### src/rtl/alu8_sequencer_if.sv
// Request/result and nibble-ALU bus for the 8-bit ALU sequencer.
// The slave side is the sequencer; the master side is decode plus the nibble ALU.
interface alu8_sequencer_if;
    logic       req_valid;
    logic       req_ready;
    logic [2:0] req_op;
    logic [7:0] req_a;
    logic [7:0] req_b;
    logic       req_cin;
    logic [3:0] alu_a;
    logic [3:0] alu_b;
    logic [2:0] alu_op;
    logic       alu_cin;
    logic [3:0] alu_out;
    logic       alu_z;
    logic       alu_c;
    logic       res_valid;
    logic [7:0] res_data;
    logic [3:0] res_flags;

    modport slave (
        input  req_valid, req_op, req_a, req_b, req_cin,
        input  alu_out, alu_z, alu_c,
        output req_ready, alu_a, alu_b, alu_op, alu_cin,
        output res_valid, res_data, res_flags
    );

    modport master (
        output req_valid, req_op, req_a, req_b, req_cin,
        output alu_out, alu_z, alu_c,
        input  req_ready, alu_a, alu_b, alu_op, alu_cin,
        input  res_valid, res_data, res_flags
    );
endinterface

### src/rtl/alu8_sequencer.sv
// Runs one 8-bit ALU op as two passes through a 4-bit nibble ALU,
// low nibble first, chaining the low carry/borrow into the high pass.
module alu8_sequencer (
    input  logic           clock,
    input  logic           reset,
    alu8_sequencer_if.slave bus
);
    localparam logic [2:0] OP_ADD = 3'd0;
    localparam logic [2:0] OP_ADC = 3'd1;
    localparam logic [2:0] OP_SUB = 3'd2;
    localparam logic [2:0] OP_SBC = 3'd3;
    localparam logic [2:0] OP_AND = 3'd4;
    localparam logic [2:0] OP_CP  = 3'd7;

    typedef enum logic [1:0] {IDLE, LOW, HIGH} state_t;

    state_t     state;
    logic [2:0] op_q;
    logic [7:0] a_q;
    logic [7:0] b_q;
    logic       cin_q;
    logic [3:0] lo_out;
    logic       lo_z;
    logic       lo_c;
    logic       res_valid_q;
    logic [7:0] res_data_q;
    logic [3:0] res_flags_q;

    logic       arith;
    logic       flag_z;
    logic       flag_n;
    logic       flag_h;
    logic       flag_c;

    assign bus.req_ready = (state == IDLE);
    assign bus.res_valid = res_valid_q;
    assign bus.res_data  = res_data_q;
    assign bus.res_flags = res_flags_q;

    always_comb begin
        bus.alu_a   = 4'h0;
        bus.alu_b   = 4'h0;
        bus.alu_op  = 3'd0;
        bus.alu_cin = 1'b0;
        unique case (state)
            LOW: begin
                bus.alu_a   = a_q[3:0];
                bus.alu_b   = b_q[3:0];
                bus.alu_op  = op_q;
                bus.alu_cin = (op_q == OP_ADC || op_q == OP_SBC) ? cin_q : 1'b0;
            end
            HIGH: begin
                bus.alu_a   = a_q[7:4];
                bus.alu_b   = b_q[7:4];
                bus.alu_cin = lo_c;
                // Plain add/sub become their carry forms so the chain works.
                if (op_q == OP_ADD)
                    bus.alu_op = OP_ADC;
                else if (op_q == OP_SUB)
                    bus.alu_op = OP_SBC;
                else
                    bus.alu_op = op_q;
            end
            default: ;
        endcase
    end

    always_comb begin
        arith  = (op_q inside {OP_ADD, OP_ADC, OP_SUB, OP_SBC, OP_CP});
        flag_z = bus.alu_z & lo_z;
        flag_n = (op_q inside {OP_SUB, OP_SBC, OP_CP});
        flag_h = arith ? lo_c : (op_q == OP_AND);
        flag_c = arith ? bus.alu_c : 1'b0;
    end

    always_ff @(posedge clock) begin
        if (reset) begin
            state       <= IDLE;
            op_q        <= 3'd0;
            a_q         <= 8'h00;
            b_q         <= 8'h00;
            cin_q       <= 1'b0;
            lo_out      <= 4'h0;
            lo_z        <= 1'b0;
            lo_c        <= 1'b0;
            res_valid_q <= 1'b0;
            res_data_q  <= 8'h00;
            res_flags_q <= 4'h0;
        end else begin
            res_valid_q <= 1'b0;
            unique case (state)
                IDLE: begin
                    if (bus.req_valid) begin
                        op_q  <= bus.req_op;
                        a_q   <= bus.req_a;
                        b_q   <= bus.req_b;
                        cin_q <= bus.req_cin;
                        state <= LOW;
                    end
                end
                LOW: begin
                    lo_out <= bus.alu_out;
                    lo_z   <= bus.alu_z;
                    lo_c   <= bus.alu_c;
                    state  <= HIGH;
                end
                HIGH: begin
                    res_valid_q <= 1'b1;
                    res_data_q  <= {bus.alu_out, lo_out};
                    res_flags_q <= {flag_z, flag_n, flag_h, flag_c};
                    state       <= IDLE;
                end
                default: state <= IDLE;
            endcase
        end
    end
endmodule
### src/flat_wrapper.sv
// flat-port wrapper written by rule: the top's interface ports become plain ports
module alu8_sequencer_flat 
  (clock, reset, bus_req_valid, bus_req_op, bus_req_a, bus_req_b, bus_req_cin, bus_alu_out, bus_alu_z, bus_alu_c, bus_req_ready, bus_alu_a, bus_alu_b, bus_alu_op, bus_alu_cin, bus_res_valid, bus_res_data, bus_res_flags);
  alu8_sequencer_if bus_i ();
  input  logic clock;
  input  logic reset;
  input wire logic [$bits(bus_i.req_valid)-1:0] bus_req_valid;
  input wire logic [$bits(bus_i.req_op)-1:0] bus_req_op;
  input wire logic [$bits(bus_i.req_a)-1:0] bus_req_a;
  input wire logic [$bits(bus_i.req_b)-1:0] bus_req_b;
  input wire logic [$bits(bus_i.req_cin)-1:0] bus_req_cin;
  input wire logic [$bits(bus_i.alu_out)-1:0] bus_alu_out;
  input wire logic [$bits(bus_i.alu_z)-1:0] bus_alu_z;
  input wire logic [$bits(bus_i.alu_c)-1:0] bus_alu_c;
  output wire logic [$bits(bus_i.req_ready)-1:0] bus_req_ready;
  output wire logic [$bits(bus_i.alu_a)-1:0] bus_alu_a;
  output wire logic [$bits(bus_i.alu_b)-1:0] bus_alu_b;
  output wire logic [$bits(bus_i.alu_op)-1:0] bus_alu_op;
  output wire logic [$bits(bus_i.alu_cin)-1:0] bus_alu_cin;
  output wire logic [$bits(bus_i.res_valid)-1:0] bus_res_valid;
  output wire logic [$bits(bus_i.res_data)-1:0] bus_res_data;
  output wire logic [$bits(bus_i.res_flags)-1:0] bus_res_flags;
  assign bus_i.req_valid = bus_req_valid;
  assign bus_i.req_op = bus_req_op;
  assign bus_i.req_a = bus_req_a;
  assign bus_i.req_b = bus_req_b;
  assign bus_i.req_cin = bus_req_cin;
  assign bus_i.alu_out = bus_alu_out;
  assign bus_i.alu_z = bus_alu_z;
  assign bus_i.alu_c = bus_alu_c;
  assign bus_req_ready = bus_i.req_ready;
  assign bus_alu_a = bus_i.alu_a;
  assign bus_alu_b = bus_i.alu_b;
  assign bus_alu_op = bus_i.alu_op;
  assign bus_alu_cin = bus_i.alu_cin;
  assign bus_res_valid = bus_i.res_valid;
  assign bus_res_data = bus_i.res_data;
  assign bus_res_flags = bus_i.res_flags;
  alu8_sequencer u_core (.clock(clock), .reset(reset), .bus(bus_i));
endmodule
### config.mk
export PLATFORM = sky130hd
export DESIGN_NAME = alu8_sequencer_flat
export DESIGN_NICKNAME = d
export VERILOG_FILES = /design/src/rtl/alu8_sequencer_if.sv /design/src/rtl/alu8_sequencer.sv /design/src/flat_wrapper.sv
export SDC_FILE = /design/constraint.sdc
export NUM_CORES = 1
export LEC_CHECK = 0
export ABC_AREA = 1
export CELL_PAD_IN_SITES_DETAIL_PLACEMENT = 2
export CELL_PAD_IN_SITES_GLOBAL_PLACEMENT = 2
export CORE_MARGIN = 2
export CORE_UTILIZATION = 27
export CTS_BUF_LIST = sky130_fd_sc_hd__clkbuf_4 sky130_fd_sc_hd__clkbuf_8
export DETAILED_ROUTE_END_ITERATION = 7
export GPL_TIMING_DRIVEN = 0
export PLACE_DENSITY_LB_ADDON = 0.1
export SLEW_MARGIN = 30
export SYNTH_ARGS = -nofsm -noshare
export SYNTH_HDL_FRONTEND = slang
export SYNTH_SLANG_ARGS = --single-unit
### constraint.sdc
create_clock -name clock -period 3.8 [get_ports clock]
set_clock_uncertainty 0.1 [all_clocks]
set_input_delay 0.38 -clock clock [delete_from_list [all_inputs] [get_ports clock]]
set_output_delay 0.38 -clock clock [all_outputs]
set_load 0.03 [all_outputs]
# [After elaboration in Yosys (flattened, before gate mapping)]
# Cells that the tools add are included.
# Widths: inputs -> output; s select.
[word_totals] regBits=41
[op_classes] n_mux=12 reduce_logical=6 n_eq_ne=8 bitwise_logic=1
[op_table] op="$pmux 4 s2" n=2
[op_table] op="$eq 3x2->1 const B" n=2
[op_table] op="$eq 3x3->1 const B" n=2
[op_table] op="$mux 3" n=2
[op_table] op="$pmux 3 s2" n=1
[op_table] op="$reduce_bool 5->1" n=1
[op_table] op="$mux 1" n=4
[op_table] op="$pmux 2 s2" n=1
[op_table] op="$eq 3x1->1 const B" n=1
[op_table] op="$logic_not 3->1" n=1
[op_table] op="$reduce_bool 3->1" n=1
[op_table] op="$eq 2x1->1 const B" n=1
[op_table] op="$eq 2x2->1 const B" n=1
[op_table] op="$logic_not 2->1" n=1
[op_table] op="$mux 2" n=1
[op_table] op="$ne 2x2->1 const B" n=1
[op_table] op="$pmux 1 s2" n=1
[op_table] op="$reduce_and 2->1" n=1
[op_table] op="$and 1x1->1" n=1
[op_table] op="$logic_or 1x1->1" n=1

# [Longest topological paths before layout]
# Gate-level depths: netlist of the first run.
[logic_depth] depth_word=4 ltp_mapped=8

# [Least setup slack after synthesis of the first run]
# No wires, ideal clock.
[synth_timing] path_kind="register to output" start="register u_core.state[1]" end="output bus_alu_cin" path_stages_with_launch=6 arrival_ns=1.375 path_buffers=1 slack_ns=1.945 path_cell_list="dfxtp_1 -> inv_1 -> ha_1 -> buf_4 -> nand4_1 -> a21oi_1"
[synth_via] elab_chain_len=2 word_cells_on_any_way=3 classes_between="2 x eq/ne; 1 x mux"
[synth_rtl] element="start: declaration" line_no="alu8_sequencer.sv:17" source="state_t state;"
[synth_rtl] element="start signal: assignment" line_no="alu8_sequencer.sv:78" source="state <= IDLE;"
[synth_rtl] element="start signal: assignment" line_no="alu8_sequencer.sv:98" source="state <= LOW;"
[synth_rtl] element="start signal: assignment" line_no="alu8_sequencer.sv:105" source="state <= HIGH;"
[synth_rtl] element="$eq 2x2->1 or $eq 2x1->1 (tied branches)" line_no="alu8_sequencer.sv:45" source="unique case (state)"
[synth_rtl] element="$pmux 1 s2 *" line_no="alu8_sequencer.sv:45"
[synth_rtl] element="end: declaration" line_no="flat_wrapper.sv:19" source="output wire logic [$bits(bus_i.alu_cin)-1:0] bus_alu_cin;"
# Mark *: on every way between the ends. The rest lies on a longest branch, timed or not.

# [Worst setup path in the final report of the first run]
[layout_timing] start="register u_core.state[0]" end="output bus_alu_cin"
# Same word-level chain as after synthesis.

==> results of run 1 <==
-- cells by family (layout without fill, tap and decap cells) --
logic type | Yosys count | after routing | synth area share [%]
AND/OR/NAND/NOR | 105 | 105 | 24.44
flip-flops | 41 | 41 | 49.32
adder cells (fa/ha/maj) | 4 | 4 | 3.008
AO/OA/AOI/OAI | 53 | 53 | 15.94
buffers and inverters | 22 | 84 | 7.292
-- path summary, 6_finish.rpt --
check	from	end	cells past startpoint
worst max-delay path	u_core.state[0]	bus_alu_cin	5
worst min-delay path	u_core.bus.res_flags[3]	u_core.bus.res_flags[3]	2
worst max register to register	u_core.state[0]	u_core.b_q[5]	6
worst min register to register	u_core.bus.res_flags[3]	u_core.bus.res_flags[3]	2
-- synthesized netlist by cell type (all sizes together) --
library cell	number	area, µm²
nand2	31	118.9
o21ai	37	185.2
buf	9	68.81
inv	10	40.04
dfxtp	41	820.8
a21oi	16	80.08
clkbuf	2	8.750
nor2	69	261.5
ha	4	50.05
nand3	4	20.02
nand4	1	6.260
clkinv	1	3.750
-- area by class of cell --
type                    count  share of cell area (%)
plain buffers              11                   3.253
multi-input cells         162                   30.27
inverters                  11                   1.836
well taps                  75                   3.935
flip-flops and latches     41                   34.42
repair buffers             54                   22.67
clock buffers               5                   2.886
clock inverters             3                  0.7345
-- power by group --
part           switching, mW  internal, mW
registers             0.0196         0.466
clock network          0.163         0.127
logic                  0.112        0.0821
total                  0.295         0.675
-- worst register-to-register path, cell delays in order, from the launching register on --
cell and delay [ps]:
dfxtp_1 340, inv_1 110, ha_1 270, nand2_2 140, buf_2 210, o21ai_0 220, nor2_1 70
-- metrics by stage --
step	util, %	hold slack, ps	instance area (µm²)
5_1_grt	40.04	416.5	2385
2_1_floorplan	-	347.7	1664
3_3_place_gp	38.59	357.4	2298
4_1_cts	40.04	382.3	2385
6_report	40.04	375.9	2385
3_5_place_dp	38.59	369.6	2298
-- registers in the layout, indices dropped and copies added (netlist names) --
name                  cells
u_core.a_q                8
u_core.b_q                8
u_core.bus.res_data       8
u_core.bus.res_flags      4
u_core.bus.res_valid      1
u_core.cin_q              1
u_core.lo_c               1
u_core.lo_out             4
u_core.lo_z               1
u_core.op_q               3
u_core.state              2
-- metal layers --
layer  part of all wire, %  wire length (µm)  track usage (%)  up-vias
met5                     0                 0                0        -
met4                   1.1                57            3.934        0
met3                   3.2               164            2.609        8
met2                    47              2410            29.03       35
met1                    48              2451            21.84      777
li1                      -                 -                -      836
-- layout by cell type (no fill, tap or decap), types with 3 or more instances in the layout --
master,n
a21oi_1,16
buf_2,4
buf_6,3
clkbuf_8,5
clkdlybuf4s50_1,54
dfxtp_1,41
ha_1,4
inv_1,8
nand2_1,30
nand3_1,4
nor2_1,68
o21ai_0,36
==> summary.md, run 1 <==
| Metric | Value |
|---|---|
| Skew-Pair Late Insertion Delay | 290 ps |
| Drt initial violations | 66 |
| Io pins | 55 |
| Number of buffers created by CTS | 5 |
| Placed cell count | 354 |
| Area of the core | 5956 µm² |
| TNS Setup | 0 ps |
| Max-cap violations | 0 |
| PD cells | 406.6 nW/µm² |
| Startpoint Class | flip-flop |
| LEAKAGE | 0.9523 nW |
| Initial Utilization | 27.94% |
| Hold Vio Cnt, Final | 0 |
| Pre-CTS WS | 1305 ps |
| Slowest stage delay, CP | 710 ps |
| Worst setup EP type | primary output |
| WL final | 5.083 mm |
| RSZ-0062 raised after global routing | no |
| Crit path required time | 3320 ps |
| Synthesis warning total | 0 |
| Nets | 319 |
| Clk root buf | clkbuf_8 |
| Post-synthesis cell area | 1664 µm² |
| Die height | 82.51 µm |
| Yosys cell types | 20 |
| Layout area overhead | 43.31% |
| Initial antenna violation count | 0 |
| Crit path DAT | 2340 ps |
| GPL Wtd Cong | 0.7444 |
| CTS H-tree lvls | 2 |
| Worst-path maximum fanout | 9 |
| GRT overflow | 0 |
| Remaining routing DRC violations | 0 |
| Pin count of the biggest net entering global routing | 14 |
| Vias after detailed routing | 1656 |
| Worst Hold Class | reg2reg |
| Worst Slack Setup Final | 975.2 ps |
| Cts hold-fix bufs | 0 |
| Max-slew violations | 0 |
| Seq cells post-synth | 41 |
| Antenna Cells | 0 |
| Layout cells sized above 1 | 7.666% |
| Number of setup buffers added after CTS | 0 |
| Detail Route Antenna Nets | 0 |
| FF+latch area | 820.8 µm² |
| Die X | 82.51 µm |
| Period utilisation layout | 74.34% |
| Status | complete, no violations |
| Worst-margin pin slew | 437.4 ps |
| Multi-input logic area | 721.9 µm² |
| Seq/Total Area, Yosys | 49.32% |
| Layout Cells excl Fill | 362 |
| First-pass GRT wire length | 8.694 mm |
| Syn avg cell area | 7.396 µm² |
| CTS resizes | 0 |
| CP top delay family | buffers and inverters |
| Global Route Usage Sum | 16.75% |
| Final HPWL DP | 3.832 mm |
| CTS tree | yes |
| Overall Power | 969.7 µW |
| F_max | 354.0 MHz |
| Fillcell total | 724 |
| CP max-delay cell | clkdlybuf4s50_1 |
| Setup CP Type | reg2out |
| Cells after Synth | 225 |
| Bufs and invs on worst path | 3 |
| Die area | 6807 µm² |
| Row count | 28 |
| Slew margin rel. | 70.84% |
| Maximum clock path buffer count | 2 |
| Setup-failing EPs final | 0 |
| Routed len/inst | 14.04 µm |
| R2R Setup Slk | 2240 ps |
| Vias in the first global route | 1852 |
| Peak VDD IR | 147.4 µV |
| # clock sinks | 41 |
| Syn_nets | 258 |
| Minimum clock period | 2825 ps |
| PortBufs | 54 |
| CP cell instances | inv_1, ha_1, clkinv_1, a21oi_1, clkdlybuf4s50_1 |
| Via/cell ratio | 4.575 |
| Worst-path clk slew | 90 ps |
| Drt pass-1 iters | 3 |
No activity file was read; power rests on OpenSTA's default activity.
==> inputs of run 2 (changes only) <==
CORE_UTILIZATION = 25   (was 27)
clock period = 2.6 ns   (was 3.8 ns; I/O delays follow)
==> summary.md, run 2 (synthesis results as in run 1) <==
| Metric | Value |
|---|---|
| Most frequent cells in the layout | nor2_1, clkdlybuf4s50_1, dfxtp_1 |
| CP max-delay cell | clkdlybuf4s50_1 |
| Post-layout util | 37.25% (-2.8 points) |
| Placed cell count | 356 (+0.56%) |
| Vias after detailed routing | 1656 (unchanged) |
| Initial Utilization | 26.06% (-1.9 points) |
| Layout area overhead | 42.93% |
| Layout cells sized above 1 | 7.666% (unchanged) |
| GRT overflow | 0 (unchanged) |
| Hold Vio Cnt, Final | 0 (unchanged) |
| RSZ-0062 raised after global routing | no |
| Pin count of the biggest net entering global routing | 13 (-1) |
| R2r startpoint | u_core.state[0] |
| Max-slew violations | 0 (unchanged) |
| CTS tree | yes |
| CTS H-tree lvls | 2 (unchanged) |
| PD cells | 597.7 nW/µm² (+47%) |
| Final HPWL DP | 3.827 mm (-0.13%) |
| Die area | 7325 µm² (+7.6%) |
| Crit path required time | 2240 ps (-1080 ps) |
| WL final | 5.191 mm (+2.1%) |
| Cts hold-fix bufs | 0 (unchanged) |
| Via/cell ratio | 4.549 (-0.55%) |
| Number of setup buffers added after CTS | 0 (unchanged) |
| # clock sinks | 41 (unchanged) |
| Skew-Pair Late Insertion Delay | 300 ps (about the same) |
| Crit path DAT | 2090 ps (-250 ps) |
| Peak VDD IR | 256.8 µV (+74%) |
| Hold Slack | 379.7 ps (+3.800 ps) |
| Status | complete, no violations |
| Row count | 29 (+3.6%) |
| Global Route Usage Sum | 15.27% (-1.5 points) |
| Nets | 319 (unchanged) |
| Bufs and invs on worst path | 2 (-1) |
| Worst Hold Class | reg2reg |
| Crit path from | u_core.state[1] |
| Worst Slack Setup Final | 147.9 ps (-827.3 ps) |
| Commonest non-fill, non-tap cell in the layout | nor2_1 |
| R2R cell count | 6 (unchanged) |
| Die X | 85.59 µm (+3.7%) |
| Vias in the first global route | 1724 (-6.9%) |
| Area of the core | 6386 µm² (+7.2%) |
| Worst-path maximum fanout | 8 (-1) |
| Pre-CTS WS | 243.3 ps (-1062 ps) |
| Remaining routing DRC violations | 0 (unchanged) |
| HP Start | u_core.bus.res_flags[3] |
| Detail Route Antenna Nets | 0 (unchanged) |
| Hold EP | u_core.bus.res_flags[3] |
| LEAKAGE | 1.018 nW (+6.9%) |
| Reg2reg end | u_core.b_q[2] |
| Clk root buf | clkbuf_8 |
| Layout Cells excl Fill | 364 (+0.55%) |
| CTS resizes | 9 (+9) |
| Worst-path clk slew | 80 ps (about the same) |
| F_max | 407.8 MHz |
| Worst-margin pin slew | 468.3 ps (+30.87 ps) |
| PortBufs | 54 (unchanged) |
| Drt initial violations | 70 (+6.1%) |
| R2R Setup Slk | 1050 ps (-1190 ps) |
| Initial antenna violation count | 0 (unchanged) |
| Startpoint Class | flip-flop |
| Routed len/inst | 14.26 µm (+1.6%) |
| Drt pass-1 iters | 4 (+1) |
| Io pins | 55 (unchanged) |
| Worst setup EP type | primary output |
| First-pass GRT wire length | 8.597 mm (-1.1%) |
| Max-cap violations | 0 (unchanged) |
| Antenna Cells | 0 (unchanged) |
| Slowest stage delay, CP | 600 ps (-110 ps) |
| CP cell instances | inv_1, ha_1, o21ai_0, nor2_1, clkdlybuf4s50_1 |
| Die height | 85.59 µm (+3.7%) |
| GPL Wtd Cong | 0.6982 (-6.2%) |
| CP top delay family | buffers and inverters |
| Setup-failing EPs final | 0 (unchanged) |
| Period utilisation layout | 94.31% |
| Maximum clock path buffer count | 2 (unchanged) |
| Minimum clock period | 2452 ps |
| WHS Path Cells | 2 (unchanged) |
| Number of buffers created by CTS | 5 (unchanged) |
| TNS Setup | 0 ps (unchanged) |
| Slew margin rel. | 68.78% (-2.1 points) |
| Setup CP Type | reg2out |
-- run 2: layer usage --
| metal | vias to the layer above | wire (µm) | GRT usage [%] |
|---|---|---|---|
| met1 | 780 | 2492 | 19.99 |
| met5 | - | 0 | 0 |
| met3 | 4 | 200 | 3.465 |
| met2 | 35 | 2412 | 24.64 |
| met4 | 0 | 86 | 5.628 |
| li1 | 837 | - | - |
-- run 2: layout make-up --
type	count	area, µm²
clock buffers	6	76.32
multi-input cells	162	721.9
inverters	11	43.79
well taps	77	96.34
clock inverters	2	10.01
flip-flops and latches	41	820.8
fillers	781	4008
repair buffers	54	531.8
plain buffers	11	77.57
-- run 2: worst max path at each step --
stage / slack [ps] / cells after the start / end
after floorplan: 870 / 5 / bus_alu_cin
after global routing: 30 / 5 / bus_alu_op[2]
after detailed placement: 240 / 6 / bus_alu_cin
final: 150 / 5 / bus_alu_op[2]
after global placement: 250 / 6 / bus_alu_cin
after CTS: 70 / 6 / bus_alu_op[0]
-- run 2: worst reg2reg max path, stage by stage, from the launching register on --
cell,delay [ps]
dfxtp_1,330
inv_1,100
ha_1,260
nand2_2,140
clkbuf_2,220
o21ai_0,220
nor2_1,60
-- run 2: per-stage QoR --
step | instance area (µm²) | power (mW)
after floorplan | 1664 | 0.8818
after global placement | 2301 | 1.007
after detailed placement | 2301 | 1.016
after CTS | 2376 | 1.443
after global routing | 2379 | 1.509
final | 2379 | 1.422
-- run 2: power by group --
group          total (mW)  switching [mW]  internal (mW)
sequential          0.711          0.0296          0.681
combinational       0.281           0.163          0.118
clock               0.430           0.233          0.197
total                1.42           0.426          0.996
